$ cat config.mk
export PLATFORM = sky130hd
export DESIGN_NAME = fir_channel_scheduler
export DESIGN_NICKNAME = d
export VERILOG_FILES = /design/src/rtl/fir_channel_scheduler.sv
export SDC_FILE = /design/constraint.sdc
export NUM_CORES = 1
export LEC_CHECK = 0
export ABC_AREA = 1
export CAP_MARGIN = 10
export CORE_UTILIZATION = 52
export DETAILED_ROUTE_END_ITERATION = 10
export GPL_ROUTABILITY_DRIVEN = 0
export PLACE_DENSITY = 0.94
export SETUP_SLACK_MARGIN = 0.3
export SLEW_MARGIN = 15
export SYNTH_ARGS = -nofsm -noshare
export SYNTH_HDL_FRONTEND = slang
export SYNTH_SLANG_ARGS = --single-unit
export TNS_END_PERCENT = 30
$ cat constraint.sdc
create_clock -name MCLK -period 5.05 [get_ports MCLK]
set_clock_uncertainty 0.1 [all_clocks]
set_input_delay 1.515 -clock MCLK [delete_from_list [all_inputs] [get_ports MCLK]]
set_output_delay 1.515 -clock MCLK [all_outputs]
set_load 0.005 [all_outputs]
$ cat src/rtl/fir_channel_scheduler.sv
// Round-robin L/R time-sharing of one pipelined FIR, in-order tag return to TX; `FIR_BYPASS_EN adds BYPASS.
// Latency: RX strobe to FIR_IN_VALID >= 2 edges; FIR_OUT_VALID to TX_UPDATE 1 edge.
// Backpressure: 1 sample held per channel while FIR_IN_READY=0 or MAX_INFLIGHT tags out; a newer sample overwrites and flags OVERRUN.

module sched_fifo #(
    parameter int W     = 1,
    parameter int DEPTH = 4,
    localparam int PTR_W = $clog2(DEPTH),
    localparam int CNT_W = PTR_W + 1
) (
    input  logic             mclk,
    input  logic             rst,
    input  logic             push_vld,
    input  logic [W-1:0]     push_dat,
    input  logic             pop_rdy,
    output logic [W-1:0]     head_dat,
    output logic [CNT_W-1:0] count
);
    logic [W-1:0]     mem [DEPTH];
    logic [PTR_W-1:0] wr_ptr;
    logic [PTR_W-1:0] rd_ptr;
    logic             do_push;
    logic             do_pop;

    assign do_push  = push_vld && (count != CNT_W'(DEPTH));
    assign do_pop   = pop_rdy && (count != '0);
    assign head_dat = mem[rd_ptr];

    always_ff @(posedge mclk) begin
        if (rst) begin
            wr_ptr <= '0;
            rd_ptr <= '0;
            count  <= '0;
        end else begin
            if (do_push) begin
                mem[wr_ptr] <= push_dat;
                wr_ptr      <= wr_ptr + PTR_W'(1);
            end
            if (do_pop) begin
                rd_ptr <= rd_ptr + PTR_W'(1);
            end
            count <= count + CNT_W'(do_push) - CNT_W'(do_pop);
        end
    end
endmodule

module fir_channel_scheduler #(
    parameter int DATA_W       = 24,
    parameter int MAX_INFLIGHT = 4
) (
    input  logic              MCLK,
    input  logic              RST,
    input  logic [DATA_W-1:0] LEFT_RX,
    input  logic              LEFT_RX_READY,
    input  logic [DATA_W-1:0] RIGHT_RX,
    input  logic              RIGHT_RX_READY,
    output logic [DATA_W-1:0] FIR_IN,
    output logic              FIR_IN_VALID,
    output logic              FIR_IN_CH,
    input  logic              FIR_IN_READY,
    input  logic [DATA_W-1:0] FIR_OUT,
    input  logic              FIR_OUT_VALID,
`ifdef FIR_BYPASS_EN
    input  logic              BYPASS,
`endif
    output logic [DATA_W-1:0] LEFT_TX,
    output logic [DATA_W-1:0] RIGHT_TX,
    output logic              LEFT_TX_UPDATE,
    output logic              RIGHT_TX_UPDATE,
    output logic [1:0]        OVERRUN,
    output logic              TAG_ERR
);
    localparam int   CNT_W = $clog2(MAX_INFLIGHT) + 1;
    localparam logic CH_L  = 1'b0;
    localparam logic CH_R  = 1'b1;

    logic [DATA_W-1:0] pend_l_dat;
    logic [DATA_W-1:0] pend_r_dat;
    logic              pend_l_vld;
    logic              pend_r_vld;
    logic              last_ch;
    logic              bypass;
    logic [CNT_W-1:0]  tag_cnt;
    logic              tag_head;
    logic              issue_vld;
    logic              issue_ch;
    logic              issue_l;
    logic              issue_r;
    logic              ret_vld;

`ifdef FIR_BYPASS_EN
    assign bypass = BYPASS;
`else
    assign bypass = 1'b0;
`endif

    // Full count blocks issue even if a result pops at the same edge.
    assign issue_vld = !bypass && FIR_IN_READY && (pend_l_vld || pend_r_vld)
                       && (tag_cnt != CNT_W'(MAX_INFLIGHT));
    assign issue_ch  = pend_r_vld && (!pend_l_vld || last_ch == CH_L);
    assign issue_l   = issue_vld && (issue_ch == CH_L);
    assign issue_r   = issue_vld && (issue_ch == CH_R);
    assign ret_vld   = FIR_OUT_VALID && (tag_cnt != '0);

    sched_fifo #(
        .W     (1),
        .DEPTH (MAX_INFLIGHT)
    ) u_tag_fifo (
        .mclk     (MCLK),
        .rst      (RST),
        .push_vld (issue_vld),
        .push_dat (issue_ch),
        .pop_rdy  (FIR_OUT_VALID),
        .head_dat (tag_head),
        .count    (tag_cnt)
    );

    always_ff @(posedge MCLK) begin
        if (RST) begin
            pend_l_dat      <= '0;
            pend_r_dat      <= '0;
            pend_l_vld      <= 1'b0;
            pend_r_vld      <= 1'b0;
            last_ch         <= CH_R;
            FIR_IN          <= '0;
            FIR_IN_VALID    <= 1'b0;
            FIR_IN_CH       <= 1'b0;
            LEFT_TX         <= '0;
            RIGHT_TX        <= '0;
            LEFT_TX_UPDATE  <= 1'b0;
            RIGHT_TX_UPDATE <= 1'b0;
            OVERRUN         <= 2'b00;
            TAG_ERR         <= 1'b0;
        end else begin
            FIR_IN_VALID <= issue_vld;
            if (issue_vld) begin
                FIR_IN    <= issue_ch ? pend_r_dat : pend_l_dat;
                FIR_IN_CH <= issue_ch;
                last_ch   <= issue_ch;
            end

            if (!bypass && LEFT_RX_READY) begin
                pend_l_dat <= LEFT_RX;
                pend_l_vld <= 1'b1;
                if (pend_l_vld && !issue_l) begin
                    OVERRUN[0] <= 1'b1;
                end
            end else if (issue_l) begin
                pend_l_vld <= 1'b0;
            end

            if (!bypass && RIGHT_RX_READY) begin
                pend_r_dat <= RIGHT_RX;
                pend_r_vld <= 1'b1;
                if (pend_r_vld && !issue_r) begin
                    OVERRUN[1] <= 1'b1;
                end
            end else if (issue_r) begin
                pend_r_vld <= 1'b0;
            end

            LEFT_TX_UPDATE  <= 1'b0;
            RIGHT_TX_UPDATE <= 1'b0;
            if (ret_vld && tag_head == CH_L) begin
                LEFT_TX        <= FIR_OUT;
                LEFT_TX_UPDATE <= 1'b1;
            end
            if (ret_vld && tag_head == CH_R) begin
                RIGHT_TX        <= FIR_OUT;
                RIGHT_TX_UPDATE <= 1'b1;
            end
            // Bypass writes come last so they win over a draining result.
            if (bypass && LEFT_RX_READY) begin
                LEFT_TX        <= LEFT_RX;
                LEFT_TX_UPDATE <= 1'b1;
            end
            if (bypass && RIGHT_RX_READY) begin
                RIGHT_TX        <= RIGHT_RX;
                RIGHT_TX_UPDATE <= 1'b1;
            end

            if (FIR_OUT_VALID && tag_cnt == '0) begin
                TAG_ERR <= 1'b1;
            end
        end
    end
endmodule
==> results of run 1 <==
## logic make-up (layout without fill, tap and decap cells)
| family | Yosys count | in the layout | synth area share |
|---|---|---|---|
| xor gates and xnor gates | 2 | 2 | 0.00292 |
| adders and majority gates | 7 | 7 | 0.0159 |
| buffers and inverters | 119 | 263 | 0.105 |
| AOI/OAI and AO/OA | 135 | 135 | 0.116 |
| DFF | 143 | 143 | 0.484 |
| and+or+nand+nor | 360 | 360 | 0.276 |
## stage by stage
stage,cell area (sq um),utilization,hold WS [ns],total power (W)
6_report,7980,0.724,0.351,0.00367
5_1_grt,7980,0.724,0.372,0.00386
4_1_cts,7980,0.724,0.350,0.00369
3_5_place_dp,7400,0.671,0.341,0.00248
3_3_place_gp,7400,0.671,0.337,0.00243
2_1_floorplan,5990,-,0.329,0.00215
## tightest hold or removal path, delay by kind of cell (launching register included)
| family | cells | cell delay (ns) |
|---|---|---|
| flip-flops | 1 | 0.31 |
| AO/OA/AOI/OAI | 1 | 0.05 |
| buffers and inverters | 1 | 0.04 |
## synthesized netlist by cell type (2+ instances only)
cell / count / share of area
sky130_fd_sc_hd__inv_1: 65 / 0.041
sky130_fd_sc_hd__nor2_8: 2 / 0.0067
sky130_fd_sc_hd__clkbuf_1: 12 / 0.0075
sky130_fd_sc_hd__buf_2: 11 / 0.0092
sky130_fd_sc_hd__nand3_1: 32 / 0.027
sky130_fd_sc_hd__a21oi_1: 54 / 0.045
sky130_fd_sc_hd__ha_1: 6 / 0.013
sky130_fd_sc_hd__buf_12: 2 / 0.0067
sky130_fd_sc_hd__dfxtp_1: 139 / 0.46
sky130_fd_sc_hd__nor2_4: 2 / 0.0038
sky130_fd_sc_hd__nand2_2: 6 / 0.0063
sky130_fd_sc_hd__nor3_1: 2 / 0.0017
sky130_fd_sc_hd__o21ai_0: 56 / 0.047
sky130_fd_sc_hd__edfxtp_1: 4 / 0.020
sky130_fd_sc_hd__nand2_1: 134 / 0.084
sky130_fd_sc_hd__o21ai_1: 19 / 0.016
sky130_fd_sc_hd__inv_2: 5 / 0.0031
sky130_fd_sc_hd__buf_4: 8 / 0.010
sky130_fd_sc_hd__nor2_1: 153 / 0.096
sky130_fd_sc_hd__nand3_2: 24 / 0.040
sky130_fd_sc_hd__nand2_4: 4 / 0.0075
sky130_fd_sc_hd__buf_6: 12 / 0.023
sky130_fd_sc_hd__a21oi_2: 6 / 0.0088
## layout make-up
cell class | instances | area [sq um]
Fill cell | 818 | 3050
Sequential cell | 143 | 2900
Clock inverter | 15 | 153
Inverter | 72 | 283
Clock buffer | 17 | 425
Tap cell | 140 | 175
Multi-Input combinational cell | 504 | 2460
Timing Repair Buffer | 159 | 1580
## power breakdown
part           internal, W  leakage [nW]  total (W)  switching [W]
Sequential         0.00131          1.18    0.00142       0.000106
Clock             0.000693         0.271    0.00121       0.000513
Combinational     0.000466          1.79    0.00105       0.000580
## per-layer routing
layer / vias to the layer above / routed length (microns) / global-route usage
li1: 2674 / - / -
met1: 2406 / 6020 / 0.291
met2: 219 / 6770 / 0.410
met3: 19 / 1190 / 0.0557
met4: 0 / 165 / 0.0819
met5: - / 0 / 0
## placed cells by master, fill, tap and decap left out, drive strengths merged
| cell type | instances |
|---|---|
| nand3 | 56 |
| o21ai | 75 |
| clkdlybuf4s50 | 155 |
| nor2 | 157 |
| buf | 4 |
| dfxtp | 139 |
| xor2 | 1 |
| clkinvlp | 4 |
| ha | 6 |
| clkbuf | 17 |
| clkinv | 5 |
| nor3 | 2 |
| fa | 1 |
| xnor2 | 1 |
| inv | 77 |
| edfxtp | 4 |
| a21oi | 60 |
| bufinv | 1 |
| nand2 | 145 |
## worst max-delay path by stage
stage	startpoint	depth (start not counted)	endpoint	slack, ns
after floorplan	FIR_OUT_VALID	11	u_tag_fifo.count[2]	2.01
after global placement	FIR_OUT_VALID	11	u_tag_fifo.count[2]	1.25
after detailed placement	FIR_OUT_VALID	11	u_tag_fifo.count[2]	1.17
after CTS	FIR_OUT_VALID	11	u_tag_fifo.count[2]	1.58
after global routing	FIR_OUT_VALID	11	u_tag_fifo.count[2]	1.47
final	FIR_OUT_VALID	11	u_tag_fifo.count[2]	1.57
## flip-flops by register name (all words and copies together) (netlist names), 2 cells and up, named ones only
name	flops
OVERRUN	2
u_tag_fifo.wr_ptr	2
LEFT_TX	24
pend_r_dat	24
u_tag_fifo.rd_ptr	2
FIR_IN	24
pend_l_dat	24
u_tag_fifo.count	3
RIGHT_TX	24
u_tag_fifo.mem	4
==> metrics.txt, run 1 <==
result of the run=complete, no violations; Post-route DRC=0; maximum number of pins on one net before global-route repair=72; final-layout setup total negative slack=0 ns; CTS Buf Count=17; arrival time worst endpoint=3.71 ns; num ports=157; Final ANT Viol Nets=0; Final Worst Setup Slack=between 1.5 and 2 ns; Synth Warn #=0; highest cell delay on the worst timing path=0.59 ns; Initial Util=0.543; Worst-Skew Late Latency=0.40 ns; number of placed instances, taps included=1018; DRT iter0 DRCs=296; maximum root-to-sink buffer count=2; Overflow after GRT=0; CP most frequent cell=sky130_fd_sc_hd__inv_1; total of cells resized after clock tree synthesis=0; Clk pin slew, worst setup/hold paths=approximately 0.06 ns; count of buffers from port buffering=156; final wirelength=about 14 mm; vias per std cell=a little over 5; number of global-route vias before repair=4825; synth-to-layout area growth=33.2%; wire length of the first global-routing pass=about 22 mm; RSZ-0062 raised after global routing=no; post-place setup slack=1.17 ns; CTS sink count=143; aggregate global-route resource usage=0.238; count of buffers added by post-CTS timing repair for setup=0; clock tree from TritonCTS=yes; hold bufs inserted after CTS=0; Worst Hold Launch=OVERRUN[0]; CP max-delay cell=sky130_fd_sc_hd__clkdlybuf4s50_1; Via Count=5318; # setup viols final=0; origin of the critical flop-to-flop path=u_tag_fifo.count[1]; Post-Synthesis Cells=766; type of element capturing the critical path=register; post-layout min period=3.48 ns; count of pins over their slew limit=0; ratio of cells with drive above 1 in the final layout=0.0967; Post-Synthesis Net Count=851; actual transition at the worst max-transition pin=~0.99 ns; IR Drop Worst-Case VDD=between 0.2 and 0.3 mV; Final Hold Vio Count=0; biggest fanout along the worst timing path=53; depth of the worst hold-timing path=2; sequential share of the synthesized area=0.484; non-filler cells, final=about 1100; distinct cell type count of the synthesized netlist=31; Die ar.=between 0.01 and 0.015 sq mm; DIE HEIGHT=roughly 110 microns; max-cap violations=0; worst flop-to-flop path endpoint=u_tag_fifo.count[2]; Placeable Area=0.0110 sq mm; share of synthesized flip-flops with an asynchronous set or reset=0; post-DR wirelength/cell=around 13 microns; highest clock rate=287 MHz; EDFF count, synth=4; Placement Rows=38; hold worst-path end=OVERRUN[0]; root buffer selected by CTS=sky130_fd_sc_hd__clkbuf_16; power density over the cells=460 mW/mm^2; antenna violations before repair=0; share of the clock period used by the worst path after layout=0.689; ordered cell list for the critical path=clkdlybuf4s50_1, nand2_8, inv_8, ha_1, inv_1, ha_1, inv_1, fa_1, inv_1, o21ai_0, a21oi_1; total inserted antenna cells=0; worst setup slack for register-to-register paths=2.70 ns; nets@finish=982; crit path buf inv count=5; data required time at the worst endpoint=5.28 ns; family of cells with the greatest summed delay on the critical path=buffers and inverters; commonest register cell after synthesis=sky130_fd_sc_hd__dfxtp_1; H-tree levels=4; Crit Path Class=primary input to register; Final HPWL DP=9.33 mm; area of the mapped netlist=0.00599 sq mm; die outline width=109 microns; FF+latch count, synth=143; P_leak=approximately 3.2 nW; worst-case headroom to the max-slew limit=0.340; Worst Setup Start Kind=primary input; post-synthesis average cell area=7.82 sq um; first drt pass iteration count=5; Hold WC Path Type=register to register; depth of the most critical reg-to-reg path=12
No activity file was read; power rests on OpenSTA's default activity.
==> run 2, diff against run 1 <==
--- a/config.mk
+++ b/config.mk
@@ -7,10 +7,10 @@
 export LEC_CHECK = 0
 export ABC_AREA = 1
 export CAP_MARGIN = 10
-export CORE_UTILIZATION = 52
+export CORE_UTILIZATION = 44
 export DETAILED_ROUTE_END_ITERATION = 10
 export GPL_ROUTABILITY_DRIVEN = 0
-export PLACE_DENSITY = 0.94
+export PLACE_DENSITY = 0.85
 export SETUP_SLACK_MARGIN = 0.3
 export SLEW_MARGIN = 15
 export SYNTH_ARGS = -nofsm -noshare
==> constraint.sdc (replaced) <==
create_clock -name MCLK -period 3.1 [get_ports MCLK]
set_clock_uncertainty 0.1 [all_clocks]
set_input_delay 0.93 -clock MCLK [delete_from_list [all_inputs] [get_ports MCLK]]
set_output_delay 0.93 -clock MCLK [all_outputs]
set_load 0.005 [all_outputs]
==> run 2 against run 1 <==
Worst hold slack got worse by 0.0028 ns. Critical path depth stayed put. Setup slack worse by 0.97 ns. Final area grew 2.3%. Highest routed layer unchanged. Clock-buffer cell count up 4. Die area grew 18%.
==> metrics.txt, run 2 (synthesized netlist as in run 1, its figures left out) <==
highest cell delay on the worst timing path=0.51 ns (was 0.59 ns); crit path buf inv count=5 (unchanged); type of element capturing the critical path=register (unchanged); RSZ-0062 raised after global routing=no (unchanged); DIE HEIGHT=119 microns (was 109 microns); CP most frequent cell=sky130_fd_sc_hd__inv_1 (unchanged); ratio of cells with drive above 1 in the final layout=0.100 (was 0.0967); die outline width=119 microns (was 109 microns); total of cells resized after clock tree synthesis=0 (unchanged); biggest fanout along the worst timing path=2 (was 53); origin of the critical flop-to-flop path=u_tag_fifo.count[1] (unchanged); Final Hold Vio Count=0 (unchanged); result of the run=complete, no violations (unchanged); Worst Hold Slack=0.348 ns (was 0.351 ns); ordered cell list for the critical path=clkdlybuf4s50_1, nand2_8, inv_8, ha_1, inv_1, ha_1, inv_1, fa_1, inv_1, o21ai_0, a21oi_1 (unchanged); share of the clock period used by the worst path after layout=0.807; H-tree levels=4 (unchanged); num ports=157 (unchanged); post-DR wirelength/cell=13.2 microns (was 13.5 microns); Filler Cells Inserted=1163 (was 818); CTS sink count=143 (unchanged); nets@finish=988 (was 982); depth of the most critical reg-to-reg path=12 (unchanged); IR Drop Worst-Case VDD=0.384 mV (was 0.295 mV); power density over the cells=776 mW/mm^2 (was 460 mW/mm^2); # setup viols final=0 (unchanged); depth of the worst hold-timing path=2 (unchanged); count of pins over their slew limit=0 (unchanged); actual transition at the worst max-transition pin=0.874 ns (was 0.989 ns); antenna violations before repair=0 (unchanged); Initial Util=0.453 (was 0.543); Die ar.=0.0141 sq mm (was 0.0120 sq mm); aggregate global-route resource usage=0.214 (was 0.238); highest clock rate=400 MHz; maximum root-to-sink buffer count=2 (unchanged); wire length of the first global-routing pass=23.6 mm (was 22.2 mm); Worst Setup Start Kind=primary input (unchanged); DRT iter0 DRCs=508 (was 296); root buffer selected by CTS=sky130_fd_sc_hd__clkbuf_16 (unchanged); Hold WC Path Type=register to register (unchanged); worst-case headroom to the max-slew limit=0.415 (was 0.340); vias per std cell=4.81 (was 5.06); CTS Buf Count=17 (unchanged); Placement Rows=42 (was 38); P_leak=3.32 nW (was 3.24 nW); Placeable Area=0.0132 sq mm (was 0.0110 sq mm); Overflow after GRT=0 (unchanged); hold worst-path end=TAG_ERR (was OVERRUN[0]); Final ANT Viol Nets=0 (unchanged); post-layout min period=2.50 ns; maximum number of pins on one net before global-route repair=53 (was 72); hold bufs inserted after CTS=0 (unchanged); worst setup slack for register-to-register paths=1.05 ns (was 2.70 ns); first drt pass iteration count=6 (was 5); max-cap violations=0 (unchanged); Final HPWL DP=9.19 mm (was 9.33 mm); family of cells with the greatest summed delay on the critical path=adder cells (was buffers and inverters); Clk pin slew, worst setup/hold paths=0.06 ns (about the same); Post-route DRC=0 (unchanged); data required time at the worst endpoint=3.36 ns (was 5.28 ns); Crit Path Class=primary input to register (unchanged); Via Count=5249 (was 5318); number of global-route vias before repair=4847 (was 4825); CP max-delay cell=sky130_fd_sc_hd__clkdlybuf4s50_1 (unchanged); Worst Hold Launch=TAG_ERR (was OVERRUN[0]); clock tree from TritonCTS=yes (unchanged); count of buffers from port buffering=156 (unchanged); count of buffers added by post-CTS timing repair for setup=0 (unchanged); leading cell type in the layout, fill and taps excluded=sky130_fd_sc_hd__clkdlybuf4s50_1 (unchanged); worst flop-to-flop path endpoint=u_tag_fifo.count[2] (unchanged); post-route core utilization=0.616 (was 0.724); final wirelength=14.4 mm (was 14.1 mm); top library cells by usage in the layout, fill and taps aside=155 x sky130_fd_sc_hd__clkdlybuf4s50_1, 153 x sky130_fd_sc_hd__nor2_1, 139 x sky130_fd_sc_hd__dfxtp_1 (unchanged); synth-to-layout area growth=36.2% (was 33.2%); final-layout setup total negative slack=0 ns (unchanged); arrival time worst endpoint=2.76 ns (was 3.71 ns); Worst-Skew Late Latency=0.42 ns (was 0.40 ns); total inserted antenna cells=0 (unchanged)
-- run 2: changes by cell type in the layout (fill, tap and decap cells not counted) --
cell,before,now
sky130_fd_sc_hd__clkbuf_8,0,2
sky130_fd_sc_hd__clkbuf_1,0,2
sky130_fd_sc_hd__clkinv_2,0,3
sky130_fd_sc_hd__clkinv_4,5,1
sky130_fd_sc_hd__inv_8,3,1
sky130_fd_sc_hd__buf_4,3,9
sky130_fd_sc_hd__inv_6,4,0
sky130_fd_sc_hd__clkinvlp_4,4,2
sky130_fd_sc_hd__bufinv_16,1,6
-- run 2: worst register-to-register path, delay by kind of cell, from the launching register on --
family | cells | cell delay (ns)
AO/OA/AOI/OAI | 2 | 0.22
adder cells (fa/ha/maj) | 3 | 0.74
buffers and inverters | 4 | 0.21
flip-flops | 1 | 0.37
AND/OR/NAND/NOR | 3 | 0.34
-- run 2: worst max-delay path by stage --
stage | from | end | slack (ns) | cells after the start
final | FIR_OUT_VALID | u_tag_fifo.count[2] | 0.60 | 11
after global routing | FIR_OUT_VALID | u_tag_fifo.count[2] | 0.45 | 11
after CTS | FIR_OUT_VALID | u_tag_fifo.count[2] | 0.60 | 11
after detailed placement | FIR_OUT_VALID | u_tag_fifo.count[2] | 0.20 | 11
after global placement | FIR_OUT_VALID | u_tag_fifo.count[2] | 0.22 | 11
after floorplan | FIR_OUT_VALID | u_tag_fifo.count[2] | 0.65 | 11
-- run 2: area by class of cell --
type | count | area, sq um | share of cell area
clock inverter | 11 | 210 | 0.0257
sequential | 143 | 2900 | 0.356
inverter | 72 | 283 | 0.0346
clock buffer | 21 | 460 | 0.0564
tap | 176 | 220 | 0.0270
multi-input combinational | 504 | 2460 | 0.302
timing repair buffer | 165 | 1620 | 0.199
-- run 2: per-stage QoR --
step                total power [W]  cells  setup WS, ns  instance area, sq um
finish                      0.00634   1092         0.597                  8160
global route                0.00670   1092         0.455                  8160
CTS                         0.00639   1092         0.595                  8160
detailed placement          0.00406   1060         0.197                  7490
global placement            0.00401   1060         0.223                  7490
floorplan                   0.00350    766         0.646                  5990
-- run 2: metal layers --
layer | global-route usage | vias to the layer above | share of wire
met2 | 0.338 | 206 | 0.47
li1 | - | 2679 | -
met5 | 0 | - | 0
met4 | 0.0926 | 0 | 0.014
met1 | 0.269 | 2349 | 0.45
met3 | 0.0627 | 15 | 0.074
-- run 2: power by group --
| part | internal [W] | switching [W] |
|---|---|---|
| registers | 0.00214 | 0.000164 |
| logic | 0.000780 | 0.000936 |
| clock network | 0.00155 | 0.000771 |
| total | 0.00446 | 0.00187 |
==> run 3, diff against run 2 <==
--- a/config.mk
+++ b/config.mk
@@ -7,10 +7,10 @@
 export LEC_CHECK = 0
 export ABC_AREA = 1
 export CAP_MARGIN = 10
-export CORE_UTILIZATION = 44
+export CORE_UTILIZATION = 49
 export DETAILED_ROUTE_END_ITERATION = 10
 export GPL_ROUTABILITY_DRIVEN = 0
-export PLACE_DENSITY = 0.85
+export PLACE_DENSITY = 0.89
 export SETUP_SLACK_MARGIN = 0.3
 export SLEW_MARGIN = 15
 export SYNTH_ARGS = -nofsm -noshare
==> constraint.sdc (replaced) <==
create_clock -name MCLK -period 2.4 [get_ports MCLK]
set_clock_uncertainty 0.1 [all_clocks]
set_input_delay 0.72 -clock MCLK [delete_from_list [all_inputs] [get_ports MCLK]]
set_output_delay 0.72 -clock MCLK [all_outputs]
set_load 0.005 [all_outputs]
==> run 3 against run 2 <==
Clock-buffer cell count increased by 2. Register-to-register slack lost 0.60 ns. Sequential cell count did not move. Highest routed layer unchanged. Wire length rose by 2.3%. Total power increased by 28%. Sequential power grew 30%. Final area is 0.84% higher. Critical path depth fell by 10. Critical path type is now register to output pin. Setup slack got worse by 0.33 ns.
==> metrics.txt, run 3 (synthesized netlist as in run 1, its figures left out) <==
result of the run=complete, no violations (unchanged); nets@finish=991 (was 988); top library cells by usage in the layout, fill and taps aside=153 x sky130_fd_sc_hd__nor2_1, 135 x sky130_fd_sc_hd__dfxtp_1, 134 x sky130_fd_sc_hd__nand2_1, 134 x sky130_fd_sc_hd__clkdlybuf4s50_1, 63 x sky130_fd_sc_hd__inv_1 (was 155 x sky130_fd_sc_hd__clkdlybuf4s50_1, 153 x sky130_fd_sc_hd__nor2_1, 139 x sky130_fd_sc_hd__dfxtp_1); total inserted antenna cells=0 (unchanged); H-tree levels=4 (unchanged); maximum root-to-sink buffer count=2 (unchanged); count of pins over their slew limit=0 (unchanged); DRT iter0 DRCs=479 (was 508); # setup viols final=0 (unchanged); dpl cell area=0.00753 sq mm (was 0.00749 sq mm); maximum number of pins on one net before global-route repair=53 (unchanged); ordered cell list for the critical path=clkdlybuf4s50_1 (was clkdlybuf4s50_1, nand2_8, inv_8, ha_1, inv_1, ha_1, inv_1, fa_1, inv_1, o21ai_0, a21oi_1); aggregate global-route resource usage=0.234 (was 0.214); P_leak=3.67 nW (was 3.32 nW); data required time at the worst endpoint=1.58 ns (was 3.36 ns); count of buffers from port buffering=156 (unchanged); total of cells resized after clock tree synthesis=5 (was 0); count of buffers added by post-CTS timing repair for setup=0 (unchanged); die outline width=113 microns (was 119 microns); antenna violations before repair=0 (unchanged); Via Count=5405 (was 5249); Final HPWL DP=9.42 mm (was 9.19 mm); actual transition at the worst max-transition pin=0.640 ns (was 0.874 ns); num ports=157 (unchanged); synth-to-layout area growth=37.4% (was 36.2%); max-cap violations=0 (unchanged); clock tree from TritonCTS=yes (unchanged); DIE HEIGHT=113 microns (was 119 microns); crit path buf inv count=1 (was 5); Placement Rows=40 (was 42); Placeable Area=0.0120 sq mm (was 0.0132 sq mm); leading cell type in the layout, fill and taps excluded=sky130_fd_sc_hd__nor2_1 (was sky130_fd_sc_hd__clkdlybuf4s50_1); share of the clock period used by the worst path after layout=0.888; IR Drop Worst-Case VDD=0.524 mV (was 0.384 mV); highest clock rate=between 400 and 500 MHz; biggest fanout along the worst timing path=2 (unchanged); type of element capturing the critical path=output pin (was register); CTS sink count=143 (unchanged); hold bufs inserted after CTS=0 (unchanged); worst-case headroom to the max-slew limit=0.573 (was 0.415); ratio of cells with drive above 1 in the final layout=0.115 (was 0.100); first drt pass iteration count=6 (unchanged); CTS Buf Count=17 (unchanged); Worst Setup Start Kind=register (was primary input); final instance area=0.00823 sq mm (was 0.00816 sq mm); Post-route DRC=0 (unchanged); RSZ-0062 raised after global routing=yes (was no); vias per std cell=5.07 (was 4.81); Final Hold Vio Count=0 (unchanged); post-DR wirelength/cell=13.8 microns (was 13.2 microns); number of placed instances, taps included=1034 (was 1060); Die ar.=0.0127 sq mm (was 0.0141 sq mm); Hold WC Path Type=register to register (unchanged); Worst-Skew Late Latency=0.42 ns (about the same); Initial Util=0.501 (was 0.453); CP max-delay cell=sky130_fd_sc_hd__clkdlybuf4s50_1 (unchanged); root buffer selected by CTS=sky130_fd_sc_hd__clkbuf_16 (unchanged); family of cells with the greatest summed delay on the critical path=buffers and inverters (was adder cells); Clk pin slew, worst setup/hold paths=0.06 ns (about the same); wire length of the first global-routing pass=23.3 mm (was 23.6 mm); power density over the cells=987 mW/mm^2 (was 776 mW/mm^2); Overflow after GRT=0 (unchanged); post-layout min period=between 2 and 2.5 ns; non-filler cells, final=1066 (was 1092); arrival time worst endpoint=1.31 ns (was 2.76 ns); Final ANT Viol Nets=0 (unchanged); number of global-route vias before repair=4862 (was 4847); Crit Path Class=register to output pin (was primary input to register); final-layout setup total negative slack=0 ns (unchanged); highest cell delay on the worst timing path=0.52 ns (was 0.51 ns); final wirelength=14.7 mm (was 14.4 mm)
-- run 3: changes by cell type in the layout (fill, tap and decap cells not counted), moves of 3 or more --
cell,before,now
sky130_fd_sc_hd__bufinv_16,6,3
sky130_fd_sc_hd__clkdlybuf4s50_1,155,134
sky130_fd_sc_hd__dfxtp_1,139,135
sky130_fd_sc_hd__dfxtp_2,0,4
sky130_fd_sc_hd__dlygate4sd2_1,0,3
sky130_fd_sc_hd__dlymetal6s2s_1,0,18
-- run 3: metrics by stage --
stage	total power, W	hold slack, ns	setup WS [ns]	util
floorplan	0.00457	0.329	0.235	-
global placement	0.00523	0.339	-0.192	0.630
detailed placement	0.00531	0.342	-0.227	0.630
CTS	0.00817	0.351	0.279	0.684
global route	0.00856	0.365	0.261	0.688
finish	0.00813	0.351	0.268	0.688
-- run 3: per-layer routing --
| layer | global-route usage | vias up | part of all wire |
|---|---|---|---|
| met1 | 0.285 | 2467 | 0.43 |
| met2 | 0.388 | 221 | 0.48 |
| met3 | 0.0686 | 23 | 0.079 |
| li1 | - | 2694 | - |
| met4 | 0.0942 | 0 | 0.020 |
| met5 | 0 | - | 0 |
-- run 3: worst paths after layout --
check / cells past startpoint / startpoint / slack [ns] / endpoint
setup reg to reg: 10 / u_tag_fifo.count[1] / 0.45 / u_tag_fifo.count[1]
hold / removal: 2 / pend_r_dat[4] / 0.35 / pend_r_dat[4]
hold reg to reg: 2 / pend_r_dat[4] / 0.35 / pend_r_dat[4]
setup / recovery: 1 / FIR_IN[7] / 0.27 / FIR_IN[7]
-- run 3: cell type report --
| cell class | count | area [sq um] |
|---|---|---|
| clock buffer | 23 | 531 |
| clock inverter | 9 | 124 |
| fill | 950 | 3730 |
| inverter | 72 | 283 |
| multi-input combinational | 504 | 2490 |
| sequential | 143 | 2910 |
| tap | 147 | 184 |
| timing repair buffer | 168 | 1710 |
-- run 3: report_power, final --
| part | total, W | internal, W | switching [W] |
|---|---|---|---|
| registers | 0.00298 | 0.00276 | 0.000219 |
| clock network | 0.00285 | 0.00186 | 0.000990 |
| logic | 0.00229 | 0.00103 | 0.00126 |
